<file path="config.mk">
export PLATFORM = sky130hd
export DESIGN_NAME = accum_calc_display
export DESIGN_NICKNAME = d
export VERILOG_FILES = /design/src/rtl/accum_calc_display.sv
export SDC_FILE = /design/constraint.sdc
export NUM_CORES = 1
export LEC_CHECK = 0
export BUFFER_PORTS_ARGS = -buffer_cell sky130_fd_sc_hd__clkbuf_2
export CAP_MARGIN = 20
export CORE_ASPECT_RATIO = 0.5
export CORE_MARGIN = 2
export CORE_UTILIZATION = 52
export DETAILED_ROUTE_END_ITERATION = 6
export PLACE_DENSITY_LB_ADDON = 0.3
export SETUP_SLACK_MARGIN = 0.4
export SLEW_MARGIN = 25
export SYNTH_ARGS = -nofsm -noshare
export SYNTH_HDL_FRONTEND = slang
export SYNTH_SLANG_ARGS = --single-unit
</file>
<file path="constraint.sdc">
create_clock -name Clk -period 2.7 [get_ports Clk]
set_clock_uncertainty 0.1 [all_clocks]
set_input_delay 0.405 -clock Clk [delete_from_list [all_inputs] [get_ports Clk]]
set_output_delay 0.405 -clock Clk [all_outputs]
set_load 0.01 [all_outputs]
</file>
<file path="src/rtl/accum_calc_display.sv">
// Signed add/subtract accumulator with a multiplexed active-low seven-segment display.
// Optional build macro CALC_SATURATE_EN clamps the result on overflow instead of wrapping.
module accum_calc_display #(
    parameter int WIDTH       = 4,
    parameter int DIGITS      = 4,
    parameter int REFRESH_DIV = 100000
) (
    input  logic              Clk,
    input  logic              reset,
    input  logic [WIDTH-1:0]  data_in,
    input  logic              add,
    input  logic              sub,
    output logic [WIDTH-1:0]  result,
    output logic              overflow,
    output logic [6:0]        SSD,
    output logic [DIGITS-1:0] AN
);

    localparam int CNT_W = (REFRESH_DIV > 1) ? $clog2(REFRESH_DIV) : 1;
    localparam int IDX_W = (DIGITS > 1) ? $clog2(DIGITS) : 1;
    localparam int NIB_W = DIGITS * 4;

    localparam logic [WIDTH-1:0] POS_MAX = {1'b0, {(WIDTH-1){1'b1}}};
    localparam logic [WIDTH-1:0] NEG_MIN = {1'b1, {(WIDTH-1){1'b0}}};

    logic             add_q, sub_q;
    logic [WIDTH-1:0] result_q, result_d;
    logic             ovf_q, ovf_d;
    logic [CNT_W-1:0] cnt_q, cnt_d;
    logic [IDX_W-1:0] idx_q, idx_d;
    logic [6:0]       ssd_q, ssd_d;
    logic [DIGITS-1:0] an_q, an_d;

    logic             add_ev_s, sub_ev_s;
    logic [WIDTH-1:0] sum_s, diff_s;
    logic             add_ovf_s, sub_ovf_s;
    logic             neg_s;
    logic [WIDTH-1:0] mag_s;
    logic [NIB_W-1:0] mag_ext_s;
    logic [3:0]       nib_s;

    // Hex nibble to active-low {a,b,c,d,e,f,g} glyph.
    function automatic logic [6:0] hex_glyph(input logic [3:0] nib);
        logic [6:0] g;
        case (nib)
            4'h0:    g = 7'b0000001;
            4'h1:    g = 7'b1001111;
            4'h2:    g = 7'b0010010;
            4'h3:    g = 7'b0000110;
            4'h4:    g = 7'b1001100;
            4'h5:    g = 7'b0100100;
            4'h6:    g = 7'b0100000;
            4'h7:    g = 7'b0001111;
            4'h8:    g = 7'b0000000;
            4'h9:    g = 7'b0000100;
            4'hA:    g = 7'b0001000;
            4'hB:    g = 7'b1100000;
            4'hC:    g = 7'b0110001;
            4'hD:    g = 7'b1000010;
            4'hE:    g = 7'b0110000;
            4'hF:    g = 7'b0111000;
            default: g = 7'b1111111;
        endcase
        return g;
    endfunction

    assign add_ev_s  = add & ~add_q;
    assign sub_ev_s  = sub & ~sub_q;
    assign sum_s     = result_q + data_in;
    assign diff_s    = result_q - data_in;
    assign add_ovf_s = (result_q[WIDTH-1] == data_in[WIDTH-1]) && (sum_s[WIDTH-1]  != result_q[WIDTH-1]);
    assign sub_ovf_s = (result_q[WIDTH-1] != data_in[WIDTH-1]) && (diff_s[WIDTH-1] != result_q[WIDTH-1]);

    // Accumulator next state; simultaneous add and sub presses cancel to a no-op.
    always_comb begin
        result_d = result_q;
        ovf_d    = ovf_q;
        if (add_ev_s && !sub_ev_s) begin
            result_d = sum_s;
            ovf_d    = add_ovf_s;
        end else if (sub_ev_s && !add_ev_s) begin
            result_d = diff_s;
            ovf_d    = sub_ovf_s;
        end else begin
            result_d = result_q;
            ovf_d    = ovf_q;
        end
`ifdef CALC_SATURATE_EN
        // Overflow direction always follows the sign of the old accumulator.
        if (ovf_d && (add_ev_s ^ sub_ev_s)) begin
            result_d = result_q[WIDTH-1] ? NEG_MIN : POS_MAX;
        end else begin
            result_d = result_d;
        end
`endif
    end

    // Digit dwell counter and digit index.
    always_comb begin
        cnt_d = cnt_q;
        idx_d = idx_q;
        if (cnt_q == CNT_W'(REFRESH_DIV - 1)) begin
            cnt_d = {CNT_W{1'b0}};
            if (idx_q == IDX_W'(DIGITS - 1)) begin
                idx_d = {IDX_W{1'b0}};
            end else begin
                idx_d = idx_q + IDX_W'(1);
            end
        end else begin
            cnt_d = cnt_q + CNT_W'(1);
            idx_d = idx_q;
        end
    end

    assign neg_s     = result_q[WIDTH-1];
    assign mag_s     = neg_s ? (~result_q + WIDTH'(1)) : result_q;
    assign mag_ext_s = {{(NIB_W - WIDTH){1'b0}}, mag_s};

    // Glyph and anode for the digit selected on this edge; leftmost digit carries the sign.
    always_comb begin
        nib_s = 4'h0;
        for (int i = 0; i < DIGITS; i++) begin
            if (idx_d == IDX_W'(i)) begin
                nib_s = mag_ext_s[i*4 +: 4];
            end else begin
                nib_s = nib_s;
            end
        end
        if (idx_d == IDX_W'(DIGITS - 1)) begin
            ssd_d = neg_s ? 7'b1111110 : 7'b1111111;
        end else begin
            ssd_d = hex_glyph(nib_s);
        end
        an_d = ~(DIGITS'(1) << idx_d);
    end

    // State registers; edge-detect history tracks the buttons even during reset.
    always_ff @(posedge Clk) begin
        add_q <= add;
        sub_q <= sub;
        if (reset) begin
            result_q <= {WIDTH{1'b0}};
            ovf_q    <= 1'b0;
            cnt_q    <= {CNT_W{1'b0}};
            idx_q    <= {IDX_W{1'b0}};
            ssd_q    <= 7'b0000001;
            an_q     <= ~DIGITS'(1);
        end else begin
            result_q <= result_d;
            ovf_q    <= ovf_d;
            cnt_q    <= cnt_d;
            idx_q    <= idx_d;
            ssd_q    <= ssd_d;
            an_q     <= an_d;
        end
    end

    assign result   = result_q;
    assign overflow = ovf_q;
    assign SSD      = ssd_q;
    assign AN       = an_q;

endmodule

</file>
After elaboration in Yosys (flattened, before gate mapping) --
Memories as Yosys holds them, arrays and structs flattened. Cells that the tools add are included.
Word-level totals: register bits after elaboration 37, bits in read-only memories 112, input bits 8, output and inout port bits 16, logic and storage cells 52, memories kept 1
Memory list:
- (name not given) | depth 16, width 7, read ports 1, clocked after memory_dff 0, write ports 0, line 45 | case (nib)
Cells by class: add/sub/neg operators 5, equal/unequal tests 9, shift operators 1, mux-type cells 13, bitwise operators 6, reduce and logical (&&, ||, !) cells 9
Operators by type and width (number):
- $mux 4 | 7
- $add 17x1->17 const B | 1
- $eq 17x17->1 const B | 1
- $not 4->4 | 2
- $mux 7 | 1
- $eq 2x2->1 const B | 3
- $add 4x1->4 const B | 1
- $add 4x4->4 | 1
- $logic_and 1x1->1 | 4
- $mux 2 | 2
- $shl 1x2->4 const A | 1
- $sub 4x4->4 | 1
- $mux 1 | 3
- $ne 1x1->1 | 3
- $add 2x1->2 const B | 1
- $and 1x1->1 | 2
- $eq 2x1->1 const B | 1
- $logic_not 1->1 | 2
- $logic_not 2->1 | 1
- $not 1->1 | 2
- $reduce_bool 2->1 | 1
- $reduce_or 2->1 | 1
- $eq 1x1->1 | 1

Longest topological paths before layout --
An unclocked memory read counts as a cell.
word-level depth 10, depth in mapped cells 12, mapped depth without buffers 12

Worst setup path after synthesis --
OpenSTA, ideal clock, no wires.
kind reg-to-reg, from reg cnt_q[8], to reg ssd_q[4], in the netlist SSD[4], library setup time 128 ps, arrival 2546 ps, required time 2472 ps, slack -74 ps, stages on the path, launching flop included 12, path buffers 0, clock period less this slack 2774 ps, cell sequence dfxtp_1 or4_4 nor4_4 mux2_4 inv_2 or2_4 inv_1 ha_1 o211ai_1 o21ai_0 a21oi_1 o21ai_0
On the way: cells in the longest elaborated chain, start to end 9, elaborated cells between the ends (all ways) 12, those cells by class 4 x eq/ne; 6 x mux; 1 x reduce/logical; 1 x memory
Ends and longest elaborated chain:
- from (decl) | line 29 | logic [CNT_W-1:0] cnt_q, cnt_d;
- from (signal assigned) | line 144 | cnt_q <= {CNT_W{1'b0}};
- from (signal assigned) | line 151 | cnt_q <= cnt_d;
- $eq 17x17->1 (*) | line 102 | if (cnt_q == CNT_W'(REFRESH_DIV - 1)) begin
- $mux 2 (*) | line 102
- $logic_not 2->1 | line 123 | if (idx_d == IDX_W'(i)) begin
- $mux 4 (4 in series) | line 123
- $mem_v2 16x7
- $mux 7 (*) | line 129 | if (idx_d == IDX_W'(DIGITS - 1)) begin
- to (signal assigned) | line 153 | ssd_q <= ssd_d;
- to (decl) | line 31 | logic [6:0] ssd_q, ssd_d;
Mark *: on every way between the ends. The rest lies on a longest branch, timed or not. A chain may end at the register's enable or synchronous reset.

Worst setup path in the final report --
Same ends and word-level chain as after synthesis.

==> run metrics <==
result of the run complete, no violations; start point of the critical path cnt_q[8]; crit path to SSD[4]; count of routing violations after the opening detailed-route iteration 75; share of cells above drive strength 1 22.39%; Area contributors post-synth sky130_fd_sc_hd__dfxtp_1, sky130_fd_sc_hd__ha_1, sky130_fd_sc_hd__nor2_1; number of global-route vias before repair 1564; final instance area 2376 um2; Post-DP Area 2190 um2; antenna violation net count after detailed routing 0; dominant combinational cell family by area after synthesis simple AND/OR/NAND/NOR gates; fill count 301; number of warnings printed during yosys synthesis 0; count of buffers from port buffering 23; DRC errors left 0; via count 1703; Syn Area/Cell 8.499 um2; hold crit path type in2reg; final core utilization 66.63%; total die area 4400 um2; critical path capture point type flip-flop; Core Rows 15; post-CTS clock slew at the launch and capture registers of the worst setup and hold paths 0.07 ns; clock period minus final worst setup slack 2.611 ns; leakage power summed over all cells 0.9662 nW; adder and majority gate portion of the synthesized area 11.98%; Mapped Area 2006 um2; Slew headroom 56.96%; arrival time of the worst setup path 2.68 ns; final hold slack 0.1245 ns; total detailed-routing wirelength 4018 um; mux contribution to synthesized area 3.743%; Peak VDD IR 246.7 uV; slack of the worst reg-to-reg path 0.09 ns; maximum single-stage delay on the critical path 0.54 ns; Crit. path cell count 11; final antenna diode count 0; FMAX 383.0 MHz; total of max-cap violations 0; number of buffers added to fix hold violations after cts 0; part of the total power dissipated in the clock network 29.4%; core area 3566 um2; I/O pins 24; NetSw 0.0003771 W; aggregate global-route resource usage 19.49%; number of nets produced by synthesis 262; part of the total power dissipated in combinational logic 23.0%; number of buffers created by CTS 5; vias per inst 5.339; half-perimeter wire length of the detailed placement result 2824 um; clock tree from TritonCTS yes; die boundary width 91.83 um; average wire per standard cell 12.60 um; Initial Utilization 56.25%; largest driver fanout on the critical path 4; share of the yosys chip area belonging to registers 36.93%; setup repair after global routing missed its margin true; cell count after synthesis 236; portion of total power attributed to sequential cells 47.5%; path depth of the worst reg2reg path 11; list of cells traversed by the critical path or4_4, nor4_4, mux2_4, inv_2, or2_4, inv_4, ha_4, o211ai_1, o21ai_1, a21oi_1, o21ai_1; setup-violating endpoint count in the final report 0; final count of hold timing violations 0; Largest delay share family, worst path simple AND/OR/NAND/NOR gates; transition time at the pin with the least slew margin 0.6425 ns; clock buffer depth 2; overall die height 47.92 um; P&R area growth vs syn 18.47%; number of clock sinks seen by CTS 37; Root Buffer Master sky130_fd_sc_hd__clkbuf_8; total power divided by cell area 527.9 nW/um2; Setup TNS 0 ns; slowest stage cell on the critical path sky130_fd_sc_hd__or4_4; portion of the clock cycle consumed by the worst path in the final layout 96.71%; level count of the clock H-tree 2; share of Yosys cell area claimed by the top area cell type 36.93%; sw frac 30.06%; worst slack at placement 0.05406 ns; Internal Pwr Total 0.0008772 W; fin worst setup slack 0.08880 ns; final-report max-slew violation count 0; commonest cells after routing, fill and taps aside sky130_fd_sc_hd__dfxtp_1, sky130_fd_sc_hd__nor2_1, sky130_fd_sc_hd__nand2_1; terminus of the critical flop-to-flop path SSD[4]; # nets final 294; Seq cells post-synth 37; most common cell after layout, fill and taps aside sky130_fd_sc_hd__dfxtp_1; type of the worst setup path reg2reg; global-route wire length before repair 6527 um; buffer and inverter count on the worst path 2; CP most frequent cell sky130_fd_sc_hd__o21ai_1; Worst EP required 2.77 ns; total gr overflow 0; simple-gate share of the synthesized area 24.64%; area leader, netlist sky130_fd_sc_hd__dfxtp_1; maximum number of pins on one net before global-route repair 19; xor and xnor fraction of the mapped netlist area 7.860%; distinct cell type count of the synthesized netlist 41; fraction of the mapped netlist area in compound gates 10.98%; first-pass iteration count of the detailed router 4; Clock Latency Late Sink 0.29 ns; global placer's final weighted congestion 0.8519; crit start category flip-flop; initial antenna violation count 0; origin of the critical flop-to-flop path cnt_q[8]
cells by family after synthesis:
family,after synthesis
buffers and inverters,20
DFF,37
xor gates and xnor gates,18
AOI/OAI and AO/OA,36
muxes,7
and+or+nand+nor,100
adders and majority gates,18
state kept, by name, indices dropped and copies added (netlist names):
name	count
idx_q	2
AN	4
result	4
add_q	1
sub_q	1
SSD	7
overflow	1
cnt_q	17
metrics by stage:
step	cells	power (W)
floorplan	236	0.0007978
global placement	307	0.0008658
detailed placement	307	0.0008745
CTS	319	0.001242
global route	319	0.001313
finish	319	0.001254
repair_timing:
action,in CTS,in global routing
gates resized for setup,7,11
pin swaps,4,12
endpoints found under the setup margin,8,9
cloned,0,0
setup buffers,5,0
per-layer routing:
layer | track usage [%] | vias up | part of all wire [%]
met5 | 0 | - | 0
met4 | 7.761 | 0 | 1.3
met3 | 7.087 | 8 | 3.9
met2 | 35.00 | 37 | 47
met1 | 22.45 | 793 | 48
li1 | - | 865 | -
cell usage after synthesis:
library cell / count
sky130_fd_sc_hd__nor3_1: 2
sky130_fd_sc_hd__o211ai_1: 3
sky130_fd_sc_hd__and3_1: 2
sky130_fd_sc_hd__a2111oi_0: 1
sky130_fd_sc_hd__o2111a_1: 1
sky130_fd_sc_hd__or4_1: 1
sky130_fd_sc_hd__nor4b_1: 1
sky130_fd_sc_hd__inv_1: 13
sky130_fd_sc_hd__and4_1: 1
sky130_fd_sc_hd__nand3_1: 9
sky130_fd_sc_hd__or4_4: 1
sky130_fd_sc_hd__a311o_1: 1
sky130_fd_sc_hd__or2_2: 3
sky130_fd_sc_hd__mux2i_1: 6
sky130_fd_sc_hd__nand2_1: 31
sky130_fd_sc_hd__a21oi_1: 12
sky130_fd_sc_hd__o22ai_1: 3
sky130_fd_sc_hd__a31oi_1: 5
sky130_fd_sc_hd__nor4_1: 1
sky130_fd_sc_hd__nand4b_1: 1
sky130_fd_sc_hd__xnor2_1: 7
sky130_fd_sc_hd__buf_2: 2
sky130_fd_sc_hd__fa_1: 2
sky130_fd_sc_hd__or2_4: 1
sky130_fd_sc_hd__clkbuf_1: 4
sky130_fd_sc_hd__a211o_1: 1
sky130_fd_sc_hd__ha_1: 16
sky130_fd_sc_hd__nand4_1: 1
sky130_fd_sc_hd__nor4_4: 1
sky130_fd_sc_hd__mux2_4: 1
sky130_fd_sc_hd__a311oi_1: 1
sky130_fd_sc_hd__nand4bb_2: 1
sky130_fd_sc_hd__nor2b_1: 2
sky130_fd_sc_hd__o21ai_0: 8
sky130_fd_sc_hd__dfxtp_1: 37
sky130_fd_sc_hd__nor2_1: 33
sky130_fd_sc_hd__inv_2: 1
sky130_fd_sc_hd__nand3b_1: 1
sky130_fd_sc_hd__or3_1: 2
sky130_fd_sc_hd__nand2b_1: 5
sky130_fd_sc_hd__xor2_1: 11
power groups by stage:
stage | logic [W] | clock network, W | registers, W
CTS | 0.000274 | 0.000373 | 0.000596
floorplan | 0.000179 | 0 | 0.000619
finish | 0.000289 | 0.000369 | 0.000596
global placement | 0.000258 | 0 | 0.000608
global route | 0.000321 | 0.000392 | 0.000599
detailed placement | 0.000265 | 0 | 0.000609
area by class of cell:
type | instances | area, um2 | area share, %
multi-input combinational | 179 | 1256 | 52.87
sequential | 37 | 744.5 | 31.33
timing repair buffer | 31 | 175.2 | 7.372
clock buffer | 6 | 72.57 | 3.054
tap | 51 | 63.81 | 2.686
inverter | 14 | 55.05 | 2.317
clock inverter | 1 | 8.758 | 0.3686
worst register-to-register path: stages, from the launching register on:
cell                       delay, ns
sky130_fd_sc_hd__dfxtp_2        0.32
sky130_fd_sc_hd__or4_4          0.54
sky130_fd_sc_hd__nor4_4         0.26
sky130_fd_sc_hd__mux2_4         0.37
sky130_fd_sc_hd__inv_2          0.06
sky130_fd_sc_hd__or2_4          0.15
sky130_fd_sc_hd__inv_4          0.06
sky130_fd_sc_hd__ha_4           0.16
sky130_fd_sc_hd__o211ai_1       0.17
sky130_fd_sc_hd__o21ai_1        0.10
sky130_fd_sc_hd__a21oi_1        0.14
sky130_fd_sc_hd__o21ai_1        0.07
how the worst min path moves through the flow:
| stage | start | end | slack [ns] | cells past startpoint |
|---|---|---|---|---|
| after CTS | add | add_q | 0.12 | 1 |
| final | add | add_q | 0.12 | 1 |
| after detailed placement | cnt_q[0] | cnt_q[0] | 0.34 | 1 |
| after global routing | add | add_q | 0.12 | 1 |
| after global placement | cnt_q[0] | cnt_q[0] | 0.33 | 1 |
| after floorplan | cnt_q[0] | cnt_q[0] | 0.32 | 1 |
Note: power is estimated with default switching activity, not from simulation.
